$ cat src/rtl/axis_route_stamp_pkg.sv
// Shared types and constants for the per-region route stamping ingress stage.
//   N_REGIONS      : default number of vFPGA regions (switch has 2*N_REGIONS ports)
//   ROUTE_BITS     : route / tdest width
//   ROUTE_DEST_*   : location of the destination port field inside a route
//   route_t        : route word
//   stamp_state_t  : packet FSM states
//   route_dest()   : extracts the destination port field of a route
package axis_route_stamp_pkg;

  localparam int N_REGIONS       = 6;
  localparam int ROUTE_BITS      = 14;
  localparam int ROUTE_DEST_MSB  = 13;
  localparam int ROUTE_DEST_LSB  = 10;
  localparam int ROUTE_DEST_BITS = ROUTE_DEST_MSB - ROUTE_DEST_LSB + 1;

  typedef logic [ROUTE_BITS-1:0] route_t;

  typedef enum logic [1:0] {
    IDLE = 2'd0,
    PASS = 2'd1,
    DROP = 2'd2
  } stamp_state_t;

  function automatic logic [ROUTE_DEST_BITS-1:0] route_dest(input route_t route);
    return route[ROUTE_DEST_MSB:ROUTE_DEST_LSB];
  endfunction

endpackage

$ cat src/rtl/axis_skid_reg.sv
// Two-entry skid buffer for a generic stream payload.
// Output is fully registered (1-cycle latency); s_ready is a register so the
// upstream ready never depends combinationally on m_ready.
// Ports:
//   aclk, aresetn      : clock, synchronous active-low reset
//   s_valid/s_ready    : upstream handshake, s_data payload (W bits)
//   m_valid/m_ready    : downstream handshake, m_data payload (W bits)
module axis_skid_reg #(
  parameter int W = 8
) (
  input  logic         aclk,
  input  logic         aresetn,
  input  logic         s_valid,
  output logic         s_ready,
  input  logic [W-1:0] s_data,
  output logic         m_valid,
  input  logic         m_ready,
  output logic [W-1:0] m_data
);

  logic         r_out_valid;
  logic         r_skid_valid;
  logic         r_s_ready;
  logic [W-1:0] r_out_data;
  logic [W-1:0] r_skid_data;

  logic w_s_fire;
  logic w_out_free;
  logic w_out_valid_next;
  logic w_skid_valid_next;
  logic w_load_out_from_skid;
  logic w_load_out_from_in;
  logic w_load_skid;

  assign w_s_fire   = s_valid && r_s_ready;
  // Output stage can take a new beat when empty or being drained this cycle.
  assign w_out_free = !r_out_valid || m_ready;

  always_comb begin
    w_load_out_from_skid = 1'b0;
    w_load_out_from_in   = 1'b0;
    w_load_skid          = 1'b0;
    w_out_valid_next     = r_out_valid;
    w_skid_valid_next    = r_skid_valid;
    if (w_out_free) begin
      // A full skid entry implies s_ready was low, so no new beat competes.
      if (r_skid_valid) begin
        w_load_out_from_skid = 1'b1;
        w_out_valid_next     = 1'b1;
        w_skid_valid_next    = 1'b0;
      end else if (w_s_fire) begin
        w_load_out_from_in = 1'b1;
        w_out_valid_next   = 1'b1;
      end else begin
        w_out_valid_next = 1'b0;
      end
    end else if (w_s_fire) begin
      w_load_skid       = 1'b1;
      w_skid_valid_next = 1'b1;
    end
  end

  always_ff @(posedge aclk) begin
    if (!aresetn) begin
      r_out_valid  <= 1'b0;
      r_skid_valid <= 1'b0;
      r_s_ready    <= 1'b0;
      r_out_data   <= '0;
      r_skid_data  <= '0;
    end else begin
      r_out_valid  <= w_out_valid_next;
      r_skid_valid <= w_skid_valid_next;
      r_s_ready    <= !w_skid_valid_next;
      if (w_load_out_from_skid) begin
        r_out_data <= r_skid_data;
      end else if (w_load_out_from_in) begin
        r_out_data <= s_data;
      end
      if (w_load_skid) begin
        r_skid_data <= s_data;
      end
    end
  end

  assign s_ready = r_s_ready;
  assign m_valid = r_out_valid;
  assign m_data  = r_out_data;

endmodule

$ cat src/rtl/axis_route_stamp.sv
// Per-region ingress stage: samples the region route at each packet's first
// beat, checks its destination port against the permission mask, and either
// forwards the packet with a stable route_out or silently absorbs it and
// counts the drop.
// Ports:
//   aclk, aresetn          : clock, synchronous active-low reset
//   cfg_route, cfg_allow   : region route and permitted-port mask
//   data_sink_*            : user stream in (tdata/tkeep/tlast/tid/tvalid/tready)
//   data_src_*             : stream out to the switch
//   route_out              : tdest aligned with data_src
//   drop_cnt, drop_pulse   : saturating drop counter, per-drop pulse
module axis_route_stamp #(
  parameter int N_ID       = axis_route_stamp_pkg::N_REGIONS,
  parameter int ROUTE_BITS = axis_route_stamp_pkg::ROUTE_BITS,
  parameter int DATA_BITS  = 64,
  parameter int ID_BITS    = 6
) (
  input  logic                   aclk,
  input  logic                   aresetn,
  input  logic [ROUTE_BITS-1:0]  cfg_route,
  input  logic [2*N_ID-1:0]      cfg_allow,
  input  logic [DATA_BITS-1:0]   data_sink_tdata,
  input  logic [DATA_BITS/8-1:0] data_sink_tkeep,
  input  logic                   data_sink_tlast,
  input  logic [ID_BITS-1:0]     data_sink_tid,
  input  logic                   data_sink_tvalid,
  output logic                   data_sink_tready,
  output logic [DATA_BITS-1:0]   data_src_tdata,
  output logic [DATA_BITS/8-1:0] data_src_tkeep,
  output logic                   data_src_tlast,
  output logic [ID_BITS-1:0]     data_src_tid,
  output logic                   data_src_tvalid,
  input  logic                   data_src_tready,
  output logic [ROUTE_BITS-1:0]  route_out,
  output logic [31:0]            drop_cnt,
  output logic                   drop_pulse
);

  import axis_route_stamp_pkg::*;

  localparam int KEEP_BITS = DATA_BITS / 8;
  localparam int N_PORTS   = 2 * N_ID;
  localparam int DEST_SPAN = 1 << ROUTE_DEST_BITS;
  localparam int PAY_W     = ROUTE_BITS + ID_BITS + 1 + KEEP_BITS + DATA_BITS;

  stamp_state_t          r_state;
  stamp_state_t          w_state_next;
  logic [ROUTE_BITS-1:0] r_route_q;
  logic                  r_live;
  logic [31:0]           r_drop_cnt;
  logic                  r_drop_pulse;

  logic [DEST_SPAN-1:0]  w_allow_ext;
  logic                  w_first_legal;
  logic [ROUTE_BITS-1:0] w_route_beat;
  logic                  w_fwd;
  logic                  w_sink_ready;
  logic                  w_accept;
  logic                  w_load_route;
  logic                  w_drop_event;
  logic                  w_skid_s_ready;
  logic                  w_skid_m_valid;
  logic [PAY_W-1:0]      w_skid_in;
  logic [PAY_W-1:0]      w_skid_out;

  // Widen the mask to every encodable destination; ports beyond 2*N_ID are
  // never legal, so the lookup alone covers the range check.
  genvar gi;
  generate
    for (gi = 0; gi < DEST_SPAN; gi++) begin : g_allow
      if (gi < N_PORTS) begin : g_port
        assign w_allow_ext[gi] = cfg_allow[gi];
      end else begin : g_none
        assign w_allow_ext[gi] = 1'b0;
      end
    end
  endgenerate

  assign w_first_legal = w_allow_ext[route_dest(cfg_route)];
  assign w_accept      = data_sink_tvalid && w_sink_ready;

  always_comb begin
    w_state_next = r_state;
    w_route_beat = r_route_q;
    w_fwd        = 1'b0;
    w_sink_ready = 1'b0;
    w_load_route = 1'b0;
    w_drop_event = 1'b0;
    case (r_state)
      IDLE: begin
        // First beat uses the live config; it is captured for the rest of the packet.
        w_route_beat = cfg_route;
        if (w_first_legal) begin
          w_fwd        = 1'b1;
          w_sink_ready = w_skid_s_ready;
        end else begin
          // Dropped beats bypass the skid buffer and never wait on the switch.
          w_sink_ready = r_live;
        end
        if (data_sink_tvalid && w_sink_ready) begin
          w_load_route = 1'b1;
          if (!data_sink_tlast) begin
            w_state_next = w_first_legal ? PASS : DROP;
          end else if (!w_first_legal) begin
            w_drop_event = 1'b1;
          end
        end
      end
      PASS: begin
        w_fwd        = 1'b1;
        w_sink_ready = w_skid_s_ready;
        if (w_accept && data_sink_tlast) begin
          w_state_next = IDLE;
        end
      end
      DROP: begin
        w_sink_ready = r_live;
        if (w_accept && data_sink_tlast) begin
          w_state_next = IDLE;
          w_drop_event = 1'b1;
        end
      end
      default: begin
        w_state_next = IDLE;
      end
    endcase
  end

  always_ff @(posedge aclk) begin
    if (!aresetn) begin
      r_state      <= IDLE;
      r_route_q    <= '0;
      r_live       <= 1'b0;
      r_drop_cnt   <= '0;
      r_drop_pulse <= 1'b0;
    end else begin
      r_live       <= 1'b1;
      r_state      <= w_state_next;
      r_drop_pulse <= w_drop_event;
      if (w_load_route) begin
        r_route_q <= cfg_route;
      end
      if (w_drop_event && (r_drop_cnt != 32'hFFFF_FFFF)) begin
        r_drop_cnt <= r_drop_cnt + 32'd1;
      end
    end
  end

  // Route rides as sideband so route_out is always aligned with the output beat.
  assign w_skid_in = {w_route_beat, data_sink_tid, data_sink_tlast,
                      data_sink_tkeep, data_sink_tdata};

  axis_skid_reg #(
    .W(PAY_W)
  ) u_skid (
    .aclk    (aclk),
    .aresetn (aresetn),
    .s_valid (data_sink_tvalid && w_fwd),
    .s_ready (w_skid_s_ready),
    .s_data  (w_skid_in),
    .m_valid (w_skid_m_valid),
    .m_ready (data_src_tready),
    .m_data  (w_skid_out)
  );

  assign data_sink_tready = w_sink_ready;
  assign data_src_tvalid  = w_skid_m_valid;
  assign route_out        = w_skid_out[PAY_W-1 -: ROUTE_BITS];
  assign data_src_tid     = w_skid_out[DATA_BITS+KEEP_BITS+1 +: ID_BITS];
  assign data_src_tlast   = w_skid_out[DATA_BITS+KEEP_BITS];
  assign data_src_tkeep   = w_skid_out[DATA_BITS +: KEEP_BITS];
  assign data_src_tdata   = w_skid_out[DATA_BITS-1:0];
  assign drop_cnt         = r_drop_cnt;
  assign drop_pulse       = r_drop_pulse;

endmodule

$ cat config.mk
export PLATFORM = sky130hd
export DESIGN_NAME = axis_route_stamp
export DESIGN_NICKNAME = d
export VERILOG_FILES = /design/src/rtl/axis_route_stamp_pkg.sv /design/src/rtl/axis_skid_reg.sv /design/src/rtl/axis_route_stamp.sv
export SDC_FILE = /design/constraint.sdc
export NUM_CORES = 1
export LEC_CHECK = 0
export BUFFER_PORTS_ARGS = -buffer_cell sky130_fd_sc_hd__buf_2
export CAP_MARGIN = 20
export CELL_PAD_IN_SITES_DETAIL_PLACEMENT = 1
export CELL_PAD_IN_SITES_GLOBAL_PLACEMENT = 2
export CORE_MARGIN = 2
export CORE_UTILIZATION = 32
export DETAILED_ROUTE_END_ITERATION = 10
export PLACE_DENSITY_LB_ADDON = 0.1
export SYNTH_ARGS = -nofsm -noshare
export SYNTH_HDL_FRONTEND = slang
export SYNTH_SLANG_ARGS = --single-unit
$ cat constraint.sdc
create_clock -name aclk -period 3 [get_ports aclk]
set_input_delay 0.3 -clock aclk [delete_from_list [all_inputs] [get_ports aclk]]
set_output_delay 0.3 -clock aclk [all_outputs]
set_load 0.03 [all_outputs]
==> results.md <==
- The run finished with clean final reports.
- The type of the setup path with the least slack is in2out.
- The data required time at the worst endpoint is approximately 2700 ps.
- The first-iteration detailed-routing DRC count is 340.
- The synthesized design spends more area on one cell type than any other, namely sky130_fd_sc_hd__dfxtp_1.
- The final RePlAce weighted congestion is 0.752.
- The cell class contributing the biggest share of worst-path delay is multiplexers.
- The number of buffers inserted during clock tree synthesis is 28.
- The buffer type at the clock tree root is sky130_fd_sc_hd__clkbuf_16.
- For this run, the total global-route usage over all layers was measured as 0.174.
- IR analysis of the VDD net gives a maximum drop of roughly 0.00042 V.
- In this run the static leakage power is around 5.8 nW.
- The synthesized design contains 0 enable-type register cells.
- The power per standard cell area is 583 mW/mm^2.
- In this run the number of H-tree levels came out at 1.
- The count of buffers added on input and output ports is between 200 and 250.
- The primary flip-flop cell chosen by synthesis mapping is sky130_fd_sc_hd__dfxtp_1.
- The remaining max-slew budget at the tightest pin is 0.499.
- For this run, design rule violations remaining after detail routing come to 0.
- In this run the count of I/O pins placed on the die edge is between 200 and 250.
- The count of final setup violators is 0.
- In this run the worst hold path is classified as in2reg.
- The fraction of layout cells with a size suffix above 1 is 0.274.
- No sink is reached through more buffers than the 3 on the longest clock path.
- The synthesized flop and latch total is between 200 and 250.
- After legalization and detailed placement, the total HPWL measured about 20000 um.
- Leaving out fill and tap cells, the most frequent cell in the layout is sky130_fd_sc_hd__dfxtp_1.
- The die boundary height is 186 um.
- Clock-pin slew was measured on the worst setup and hold paths at about 60 ps.
- The mean number of vias per cell is 4.88.
- The TritonCTS sink count is approximately 240.
- Compared with the post-synthesis result, the final layout area differs by 28.7%.
- The number of cells produced by synthesis is between 1000 and 1500.
- The final layout net count is roughly 1500.
- The total global routing overflow is 0.
- The synthesized cell area is 0.0105 mm^2.
- STA classifies the critical path endpoint as a primary output.
- The sequential area share after synthesis is 0.454.
- The via count of the first global-routing pass is ~9300.
- Subtracting the final worst setup slack from the clock period gives 2530 ps.
- In the final layout, flip-flops and latches occupy 0.00478 mm^2.
- Hold is met by 26.9 ps.
- Setup repair after global routing left no endpoint under its margin.
- For the pin with the worst max-slew slack, the measured transition is approximately 750 ps.
- After filler insertion, the fill cell instance count of the layout stands at 3794.
- The pin count of the biggest net entering global routing is 89.
- The largest individual stage delay along the critical path comes from the cell sky130_fd_sc_hd__mux4_2.
- The count of standard-cell rows is 66.
- TritonCTS built the clock tree.
- In this run the remaining antenna-violating nets after routing total 0.
- The area of the die is 0.0344 mm^2.
- In this run the post-CTS setup repair buffer count came out at 0.
- The final setup TNS is 0 ps.
- The number of hold violations in the final report is 0.
- The routed layout has 9143 vias.
- The most common cell type on the critical path is sky130_fd_sc_hd__buf_2.
- The global-route wire length before repair is around 49000 um.
- The mean post-synth cell area is approximately 9.0 um^2.
- The share of Yosys cell area claimed by the top area cell type is 0.454.
- For the worst-skew pair, the clock arrives at the later sink with an insertion delay of roughly 530 ps.
- The number of warnings reported in the yosys synthesis log is 0.
- The count of cell types in the netlist is 53.
- The number of maximum-capacitance violations is 0.
- The first-pass iteration count of the detailed router is 4.
- For the final database, setup skew stands at ~9.5 ps.
- The final standard cell utilization of the core is 0.418.
- The post-route fraction of the period consumed by the critical path is 0.845.
- The highest achievable clock rate is 395 MHz.
- Traced cell by cell, the critical path runs through buf_2 -> mux4_2 -> nor3_4 -> nand2b_1 -> mux2_2 -> nand2_1 -> a21oi_1 -> buf_2.
- The number of max-slew violations in the final report is 0.
- Summing all multi-input logic gate instances after layout gives roughly 0.0052 mm^2.
- In this run the horizontal extent of the chip is about 190 um.
- The data arrival time of the critical path is ~2200 ps.
- The critical path startpoint category is an input pin.
- The number of antenna violations at the first check in global routing is 1.
- The wire length per cell after detailed routing is about 16 um.
- The routed wire length is a little over 30000 um.
- The top cell types in the final layout, fill and taps aside, are sky130_fd_sc_hd__dfxtp_1, sky130_fd_sc_hd__buf_2, sky130_fd_sc_hd__nand2_1.
- After floorplanning, the core was sized to cover about 0.032 mm^2.
- The delay contributed by the slowest stage of the critical path is 540 ps.
- The initial cell density of the core is 0.325.
- In this run the worst path has a maximum fanout of 7.
- The number of nets in the synthesized netlist is around 1300.
- The critical path contains buffers and inverters numbering 2 combined.
- Yosys attributes the largest share of cell area to sky130_fd_sc_hd__dfxtp_1, sky130_fd_sc_hd__mux2i_1, sky130_fd_sc_hd__a211oi_2.
- The share of synthesized flip-flops with an asynchronous set or reset is 0.
- Total power for the finished layout comes to 7.91 mW.
[timing repair]
action	4_1_cts	5_1_grt
gates resized for setup	0	0
hold endpoints to repair	50	0
endpoints found under the setup margin	0	0
hold buffers	50	0
[report_power, final]
part	internal, mW	total, mW	switching [mW]
clock network	2.15	3.48	1.33
logic	0.392	1.06	0.671
registers	3.30	3.36	0.0678
[state kept, by name, summed over array words and instances, names as in the netlist]
| signal | cells |
|---|---|
| u_skid.s_ready | 1 |
| r_live | 1 |
| u_skid.m_valid | 1 |
| u_skid.r_skid_valid | 1 |
| r_state | 2 |
| u_skid.r_skid_data | 93 |
| u_skid.m_data | 93 |
| r_route_q | 14 |
| drop_pulse | 1 |
| drop_cnt | 32 |
[cell type report]
type,instances,share of cell area
inverters,11,0.00360
clock inverters,7,0.00645
clock buffers,43,0.0640
flip-flops and latches,239,0.353
repair buffers,308,0.147
multi-input cells,822,0.385
diodes,1,0.000184
well taps,442,0.0408
[metrics by stage]
stage               setup slack, ps  instance area, um^2  std cells
floorplan                       590                10500       1168
global placement                303                12100       1772
detailed placement              263                12100       1772
CTS                             452                13600       1872
global route                    276                13600       1872
finish                          466                13600       1873
[cells by family after synthesis]
| group | share of synthesized area |
|---|---|
| multiplexers | 0.109 |
| AO/OA/AOI/OAI | 0.205 |
| adder cells (fa/ha/maj) | 0.00593 |
| AND/OR/NAND/NOR | 0.174 |
| buffers and inverters | 0.0516 |
| XOR/XNOR | 0.000831 |
| flip-flops | 0.454 |
[cells in the mapped netlist (all sizes together) (4+ instances only)]
library cell,number
o211ai,15
o21ai,28
and2,4
inv,10
and3,7
or3,20
a21oi,125
buf,49
o31ai,12
nand4,13
nor3,4
mux2i,111
clkbuf,47
nand3,15
a211oi,93
ha,5
nand4b,4
nand2,210
or4,10
dfxtp,239
nor2,117
[path summary, 6_finish.rpt]
check                                         start  slack [ps]                     end  cells after the start
worst max register to register          drop_cnt[4]         530            drop_cnt[22]                      8
worst max-delay path                  cfg_route[10]         470        data_sink_tready                      8
worst min register to register    u_skid.m_data[87]         450       u_skid.m_data[87]                      2
worst min-delay path            data_sink_tdata[61]          30  u_skid.r_skid_data[61]                      3
[per-layer routing]
| metal | global-route usage | wire (um) | part of all wire | up-vias |
|---|---|---|---|---|
| li1 | - | - | - | 4603 |
| met2 | 0.287 | 14100 | 0.46 | 180 |
| met4 | 0.0428 | 588 | 0.019 | 0 |
| met5 | 0 | 0 | 0 | - |
| met3 | 0.0299 | 1550 | 0.051 | 40 |
| met1 | 0.238 | 14400 | 0.47 | 4320 |
[worst register-to-register path: stages (launching register included)]
cell,delay [ps]
sky130_fd_sc_hd__dfxtp_1,430
sky130_fd_sc_hd__nand3_1,170
sky130_fd_sc_hd__or4_1,620
sky130_fd_sc_hd__nor4_2,460
sky130_fd_sc_hd__nand2_1,130
sky130_fd_sc_hd__buf_4,190
sky130_fd_sc_hd__nand3_1,150
sky130_fd_sc_hd__or4_1,130
sky130_fd_sc_hd__a21oi_1,60
Power figures use the tool's default switching activity.
